===== src/rtl/uart_tx_fifo_if.sv =====
// uart_tx_fifo_if: byte-push handshake, status flags and serial line of the FIFO-fronted UART transmitter.
interface uart_tx_fifo_if;
   logic       wr_en;
   logic [7:0] wr_data;
   logic       full;
   logic       empty;
   logic       busy;
   logic       TX;
   modport master (output wr_en, wr_data, input full, empty, busy, TX);
   modport slave (input wr_en, wr_data, output full, empty, busy, TX);
endinterface


===== src/rtl/uart_tx_fifo.sv =====
// uart_tx_fifo: 8N1 LSB-first UART transmitter fed by a small byte FIFO.
module uart_tx_fifo #(
   parameter int CLK_FREQ     = 100_000_000,
   parameter int BAUD         = 115_200,
   parameter int CLKS_PER_BIT = CLK_FREQ / BAUD,
   parameter int FIFO_DEPTH   = 4,
   parameter int PTR_W        = $clog2(FIFO_DEPTH)
) (
   input logic          clk,
   input logic          rst,
   uart_tx_fifo_if.slave bus
);
   localparam int CW = PTR_W + 1;
   localparam int BW = $clog2(CLKS_PER_BIT);
   typedef enum logic [1:0] {IDLE, START, DATA, STOP} state_t;
   state_t           state_q, state_d;
   logic [7:0]       mem_q [FIFO_DEPTH];
   logic [PTR_W-1:0] wr_ptr_q, rd_ptr_q;
   logic [CW-1:0]    count_q;
   logic [BW-1:0]    baud_q, baud_d;
   logic [2:0]       bit_q, bit_d;
   logic [7:0]       shift_q, shift_d;
   logic             tx_q, tx_d, push, pop, bit_end;
   assign bus.full  = count_q == CW'(FIFO_DEPTH);
   assign bus.empty = count_q == '0;
   assign bus.busy  = state_q != IDLE;
   assign bus.TX    = tx_q;
   // full is taken before any same-edge pop, so a write into a full FIFO is always dropped
   assign push    = bus.wr_en && !bus.full;
   assign bit_end = baud_q == BW'(CLKS_PER_BIT - 1);
   always_ff @(posedge clk)
      if (push) mem_q[wr_ptr_q] <= bus.wr_data;
   always_ff @(posedge clk or posedge rst)
      if (rst) begin
         wr_ptr_q <= '0;
         rd_ptr_q <= '0;
         count_q  <= '0;
      end else begin
         wr_ptr_q <= wr_ptr_q + PTR_W'(push);
         rd_ptr_q <= rd_ptr_q + PTR_W'(pop);
         count_q  <= count_q + CW'(push) - CW'(pop);
      end
   always_ff @(posedge clk or posedge rst)
      if (rst) begin
         state_q <= IDLE;
         baud_q  <= '0;
         bit_q   <= '0;
         shift_q <= '0;
         tx_q    <= 1'b1;
      end else begin
         state_q <= state_d;
         baud_q  <= baud_d;
         bit_q   <= bit_d;
         shift_q <= shift_d;
         tx_q    <= tx_d;
      end
   always_comb begin
      state_d = state_q;
      baud_d  = bit_end ? '0 : baud_q + BW'(1);
      bit_d   = bit_q;
      shift_d = shift_q;
      tx_d    = tx_q;
      pop     = 1'b0;
      case (state_q)
         IDLE: begin
            baud_d = '0;
            tx_d   = bus.empty;
            if (!bus.empty) begin
               pop     = 1'b1;
               shift_d = mem_q[rd_ptr_q];
               state_d = START;
            end
         end
         START: if (bit_end) begin
            state_d = DATA;
            bit_d   = '0;
            tx_d    = shift_q[0];
         end
         DATA: if (bit_end) begin
            bit_d   = bit_q + 3'd1;
            shift_d = shift_q >> 1;
            tx_d    = bit_q == 3'd7 ? 1'b1 : shift_q[1];
            state_d = bit_q == 3'd7 ? STOP : DATA;
         end
         STOP: if (bit_end) begin
            // chain straight into the next start bit when more bytes are queued
            pop     = !bus.empty;
            shift_d = bus.empty ? shift_q : mem_q[rd_ptr_q];
            tx_d    = bus.empty;
            state_d = bus.empty ? IDLE : START;
         end
         default: state_d = IDLE;
      endcase
   end
endmodule

===== src/flat_wrapper.sv =====
// flat-port wrapper written by rule: the top's interface ports become plain ports
module uart_tx_fifo_flat 
#(
   parameter int CLK_FREQ     = 100_000_000,
   parameter int BAUD         = 115_200,
   parameter int CLKS_PER_BIT = CLK_FREQ / BAUD,
   parameter int FIFO_DEPTH   = 4,
   parameter int PTR_W        = $clog2(FIFO_DEPTH)
)
  (clk, rst, bus_wr_en, bus_wr_data, bus_full, bus_empty, bus_busy, bus_TX);
  uart_tx_fifo_if bus_i ();
  input logic clk;
  input logic rst;
  input wire logic [$bits(bus_i.wr_en)-1:0] bus_wr_en;
  input wire logic [$bits(bus_i.wr_data)-1:0] bus_wr_data;
  output wire logic [$bits(bus_i.full)-1:0] bus_full;
  output wire logic [$bits(bus_i.empty)-1:0] bus_empty;
  output wire logic [$bits(bus_i.busy)-1:0] bus_busy;
  output wire logic [$bits(bus_i.TX)-1:0] bus_TX;
  assign bus_i.wr_en = bus_wr_en;
  assign bus_i.wr_data = bus_wr_data;
  assign bus_full = bus_i.full;
  assign bus_empty = bus_i.empty;
  assign bus_busy = bus_i.busy;
  assign bus_TX = bus_i.TX;
  uart_tx_fifo #(.CLK_FREQ(CLK_FREQ), .BAUD(BAUD), .CLKS_PER_BIT(CLKS_PER_BIT), .FIFO_DEPTH(FIFO_DEPTH), .PTR_W(PTR_W)) u_core (.clk(clk), .rst(rst), .bus(bus_i));
endmodule

===== config.mk =====
export PLATFORM = sky130hd
export DESIGN_NAME = uart_tx_fifo_flat
export DESIGN_NICKNAME = d
export VERILOG_FILES = /design/src/rtl/uart_tx_fifo_if.sv /design/src/rtl/uart_tx_fifo.sv /design/src/flat_wrapper.sv
export SDC_FILE = /design/constraint.sdc
export NUM_CORES = 1
export LEC_CHECK = 0
export CORE_UTILIZATION = 48
export DETAILED_ROUTE_END_ITERATION = 12
export PLACE_DENSITY = 0.73
export SYNTH_ARGS = -nofsm -noshare
export SYNTH_HDL_FRONTEND = slang
export SYNTH_SLANG_ARGS = --single-unit

===== constraint.sdc =====
create_clock -name clk -period 2.4 [get_ports clk]
set_clock_uncertainty 0.1 [all_clocks]
set_input_delay 0.6 -clock clk [delete_from_list [all_inputs] [get_ports clk]]
set_output_delay 0.6 -clock clk [all_outputs]
set_load 0.05 [all_outputs]

Word-level counts from Yosys, hierarchy flattened. Memories as Yosys holds them, arrays and structs flattened. Cells that the tools add are included.

Add/sub/neg operators: 6. Equal/unequal tests: 10. Muxes and demuxes: 26. Reduce and logical (&&, ||, !) cells: 12.

Operators with widths (number): $mux W8 (3); $pmux W8 S3 (1); $mux W10 (2); $add A10 B1 Y10 const B (1); $eq A10 B10 Y1 const B (1); $mux W1 (10); $reduce_and A3 Y1 (3); $mux W2 (4); $pmux W2 S4 (1); $eq A3 B3 Y1 const B (2); $mux W3 (2); $ne A2 B1 Y1 const B (3); $pmux W3 S2 (1); $add A2 B1 Y2 (2); $eq A2 B2 Y1 const B (2); $pmux W1 S4 (1); $reduce_and A4 Y1 (1); $reduce_bool A2 Y1 (2); $add A3 B1 Y3 (1); $add A3 B1 Y3 const B (1); $logic_not A3 Y1 (1); $reduce_bool A3 Y1 (1); $sub A3 B1 Y3 (1); $eq A2 B1 Y1 const B (1); other kinds (5) (6).

Flip-flop bits (word level): 31. Bits in writable memories: 32. Input bits: 11. Word-level logic and storage cells: 63. Memories: 1.

Memories: u_core.mem_q (depth 4, bits a word 8, read ports 1, clocked after Yosys merged registers in 0, wr ports 1, line uart_tx_fifo.sv:17) `logic [7:0] mem_q [FIFO_DEPTH];`.

Longest topological paths before layout.
Depth after elaboration: 5. Depth in mapped cells: 9. Mapped depth without buffers: 9.

Worst setup path after synthesis. OpenSTA, ideal clock, no wires.

Path kind: register to register. Start: reg u_core.count_q[0]. End: reg u_core.count_q[2]. Setup time: 0.123 ns. Data arrival time: 2.885 ns. Data required time: 2.177 ns. Slack: -0.708 ns. Stages on the path, launching flop included: 7. Buffers on the path: 0. Path through: dfrtp_1 -> nor3b_1 -> nor2b_1 -> ha_1 -> fa_1 -> xor2_1 -> xnor2_1.

Word-level cells in the longest chain between the ends: 5. Elaborated cells on any way between the ends: 10. Those cells by class: 2 x add/sub; 1 x eq/ne; 3 x mux; 4 x reduce/logical.

Ends and longest elaborated chain: start: declaration (line uart_tx_fifo.sv:19) `logic [CW-1:0] count_q;`; start signal: assignment (line uart_tx_fifo.sv:41) `count_q <= count_q + CW'(push) - CW'(pop);`; $eq A3 B3 Y1 (line uart_tx_fifo.sv:24) `assign bus.full = count_q == CW'(FIFO_DEPTH);`; net bus_full (line flat_wrapper.sv:16) `output wire logic [$bits(bus_i.full)-1:0] bus_full;`; $logic_not A1 Y1 (line uart_tx_fifo.sv:29) `assign push = bus.wr_en && !bus.full;`; $logic_and A1 B1 Y1 (line uart_tx_fifo.sv:29); $add A3 B1 Y3 (line uart_tx_fifo.sv:41); $sub A3 B1 Y3 (line uart_tx_fifo.sv:41).

The timed path passes the listed nets, and every way through them passes these cells. A chain may end at the register's enable or synchronous reset.

Final worst setup path.
Start: reg u_core.tx_q, in the netlist u_core.bus.TX. End: out bus_TX.

RTL lines: start: declaration (line uart_tx_fifo.sv:23) `logic tx_q, tx_d, push, pop, bit_end;`; start signal: assignment (line uart_tx_fifo.sv:55) `tx_q <= tx_d;`; end: declaration (line flat_wrapper.sv:19) `output wire logic [$bits(bus_i.TX)-1:0] bus_TX;`.

No word-level cell between the ends.

==> results.ini <==
[run_status]
status=complete, no violations

[power]
p_leak_nw=1.42
worst_ir_drop_vdd_v=0.000727
powerDensity_mw_per_mm2=837

[detailed_routing]
route.met3.wl_um=179
drtIter0Drc=140
highest_layer=met4
wl_met1_um=2310
routed_wl_um=5340
drc=0
detail_route.wl_per_cell_um=17.8
viasPerCell=5.59
via_count=1670
route.met2.wl_um=2740
drtAntennaViolNets=0
dr.pass1.iters=4

[layout]
antennaDiodeCount=0
drive_gt1_frac=0.344
multi_input_area_mm2=0.00110
syn2layout_area_growth_pct=22.3
num-nets-final=244
final_cell_area_mm2=0.00350
layout_common_cells=edfxtp_1, dfrtp_1, buf_4, clkdlybuf4s50_1, xor2_1
layout.cells.non_filler=299
layout_commonest_cell=edfxtp_1
seq_area_mm2=0.00174
finish.utilization=0.623
nFillCells=416

[synth]
yosysWarnings=0
ys_seq_elements=63
seq_area_frac_synth=0.608
syn_area_mm2=0.00286
synth_cells=185
synth-edff-count=32
avgSynthCellArea_um2=15.5
syn_nets=207
netlist-cell-type-count=40
ys.flop_type=edfxtp_1
async_flop_share=0.492

[sta]
grt_setup_unrepaired=yes
setup_slack_ns=0.0484
fin_crit_sh=0.980
max_freq_mhz=425
finalSetupViolCount=0
worst_slew_pin_slew_ns=0.567
final_max_slew_viol_count=0
maxSlewHeadroom=0.622
hold_violations=0
fin_crit_ns=2.35

[global_route]
antenna_found_initial=0
grt_max_degree=32
grt_pass1_wl_um=8890
grt_usage=0.196
grt_pass1_vias=1829
grt-ovfl-total=0

[placed_design]
dp.cells=278
dpl_cell_area_mm2=0.00320
port_buffers=14
place.gp.congestion=0.795
dpl_worst_slack_ns=-0.0349
hpwl_um=3610

[worst_setup_path]
cp.arrival_ns=1.65
reg2reg_slack_ns=0.09
crit_slowest_cell=clkdlybuf4s50_1
crit_family=buffers and inverters
crit_type=flop to primary output
crit_path_cell_trace=clkdlybuf4s50_1
cp_max_fo=2
critPathRequiredTime_ns=1.70
worst_setup_path_end_kind=primary output
critPathLaunchType=flop
max_stage_delay_ns=0.79
crit_buf_inv=1

[clock_network]
cts_sinks=63
cts_hold_buf=0
cts_tree=yes
insertion_delay_ns=0.34
root_buffer=clkbuf_8
cts_buffers=9
clk_path_buf_depth=2
h-tree-depth=3
clkSlewWorstSetupHoldPaths_ns=0.07

[floorplan]
io_pins=15
die_area_mm2=0.00627
core_area_mm2=0.00561
die_h_um=79.2
dieWidth_um=79.2
std_cell_rows=27
start_util=0.510

[hold_path]
hold_class=flop to flop

[run]
cap_violations=0

-- power breakdown --
group,internal (W),switching [W]
clock,0.000586,0.000422
sequential,0.00132,0.000108
combinational,0.000247,0.000246
-- metal layers --
| layer | up-vias | global-route usage |
|---|---|---|
| li1 | 765 | - |
| met1 | 858 | 0.246 |
| met2 | 36 | 0.324 |
| met3 | 11 | 0.0356 |
| met4 | 0 | 0.104 |
| met5 | - | 0 |
-- cell type report --
class / instances / share of cell area
timing repair buffer: 33 / 0.0895
sequential: 63 / 0.498
clock inverter: 7 / 0.0276
multi-input combinational: 107 / 0.315
clock buffer: 9 / 0.0354
tap: 72 / 0.0258
inverter: 8 / 0.00859
-- flip-flops by register name, summed over array words and instances, names as in the netlist --
signal           flops
u_core.baud_q       10
u_core.bit_q         3
u_core.bus.TX        1
u_core.count_q       3
u_core.mem_q        32
u_core.rd_ptr_q      2
u_core.shift_q       8
u_core.state_q       2
u_core.wr_ptr_q      2
-- worst paths after layout --
| check | from | endpoint | cells after the start |
|---|---|---|---|
| max reg2reg | u_core.baud_q[4] | u_core.count_q[2] | 8 |
| min in group asynchronous | rst | u_core.shift_q[3] | 3 |
| min | u_core.bit_q[1] | u_core.bit_q[1] | 1 |
| max | u_core.bus.TX | bus_TX | 1 |
| min reg2reg | u_core.bit_q[1] | u_core.bit_q[1] | 1 |
| max in group asynchronous | rst | u_core.bus.TX | 3 |
-- kinds of logic (layout without fill, tap and decap cells) --
group           Yosys count  count (layout)  share of synthesized area
xor+xnor                 13              13                     0.0398
simple gates             44              44                     0.0954
mux                      25              25                      0.139
flops                    63              63                      0.608
compound gates           14              14                     0.0394
buf+inv                  15              57                     0.0280
fa+ha+maj                11              11                     0.0508
-- Yosys cell counts (2+ instances only) --
cell,n,area (µm²)
inv_1,7,26.3
nand2_1,5,18.8
o21ai_0,3,15.0
nor2_1,7,26.3
a32o_1,2,20.0
xnor2_1,3,26.3
and3_1,3,18.8
mux2_4,7,105
nand2b_1,2,12.5
clkbuf_1,3,11.3
mux2_2,9,101
ha_1,10,125
mux4_2,8,180
nand3b_1,2,15.0
nand3_1,3,15.0
nor3_2,2,20.0
nor3_1,8,40.0
dfrtp_1,30,751
nor3b_1,4,30.0
buf_6,3,33.8
a31oi_1,2,12.5
nand4_1,2,12.5
edfxtp_1,32,961
a21oi_1,3,15.0
xor2_1,10,87.6
-- metrics by stage --
stage	total power (W)	hold WS, ns	setup TNS, ns
final	0.00292	0.405	0
after global routing	0.00305	0.435	-0.0293
after CTS	0.00294	0.408	0
after detailed placement	0.00194	0.392	-0.0349
after global placement	0.00189	0.366	0
after floorplan	0.00172	0.359	0
-- what timing repair did --
action,CTS,global route
buffers inserted,0,5
gates cloned,0,0
resized for setup,2,5
setup endpoints to repair,1,1
pin swaps,0,7
(Power assumes the default switching activity.)
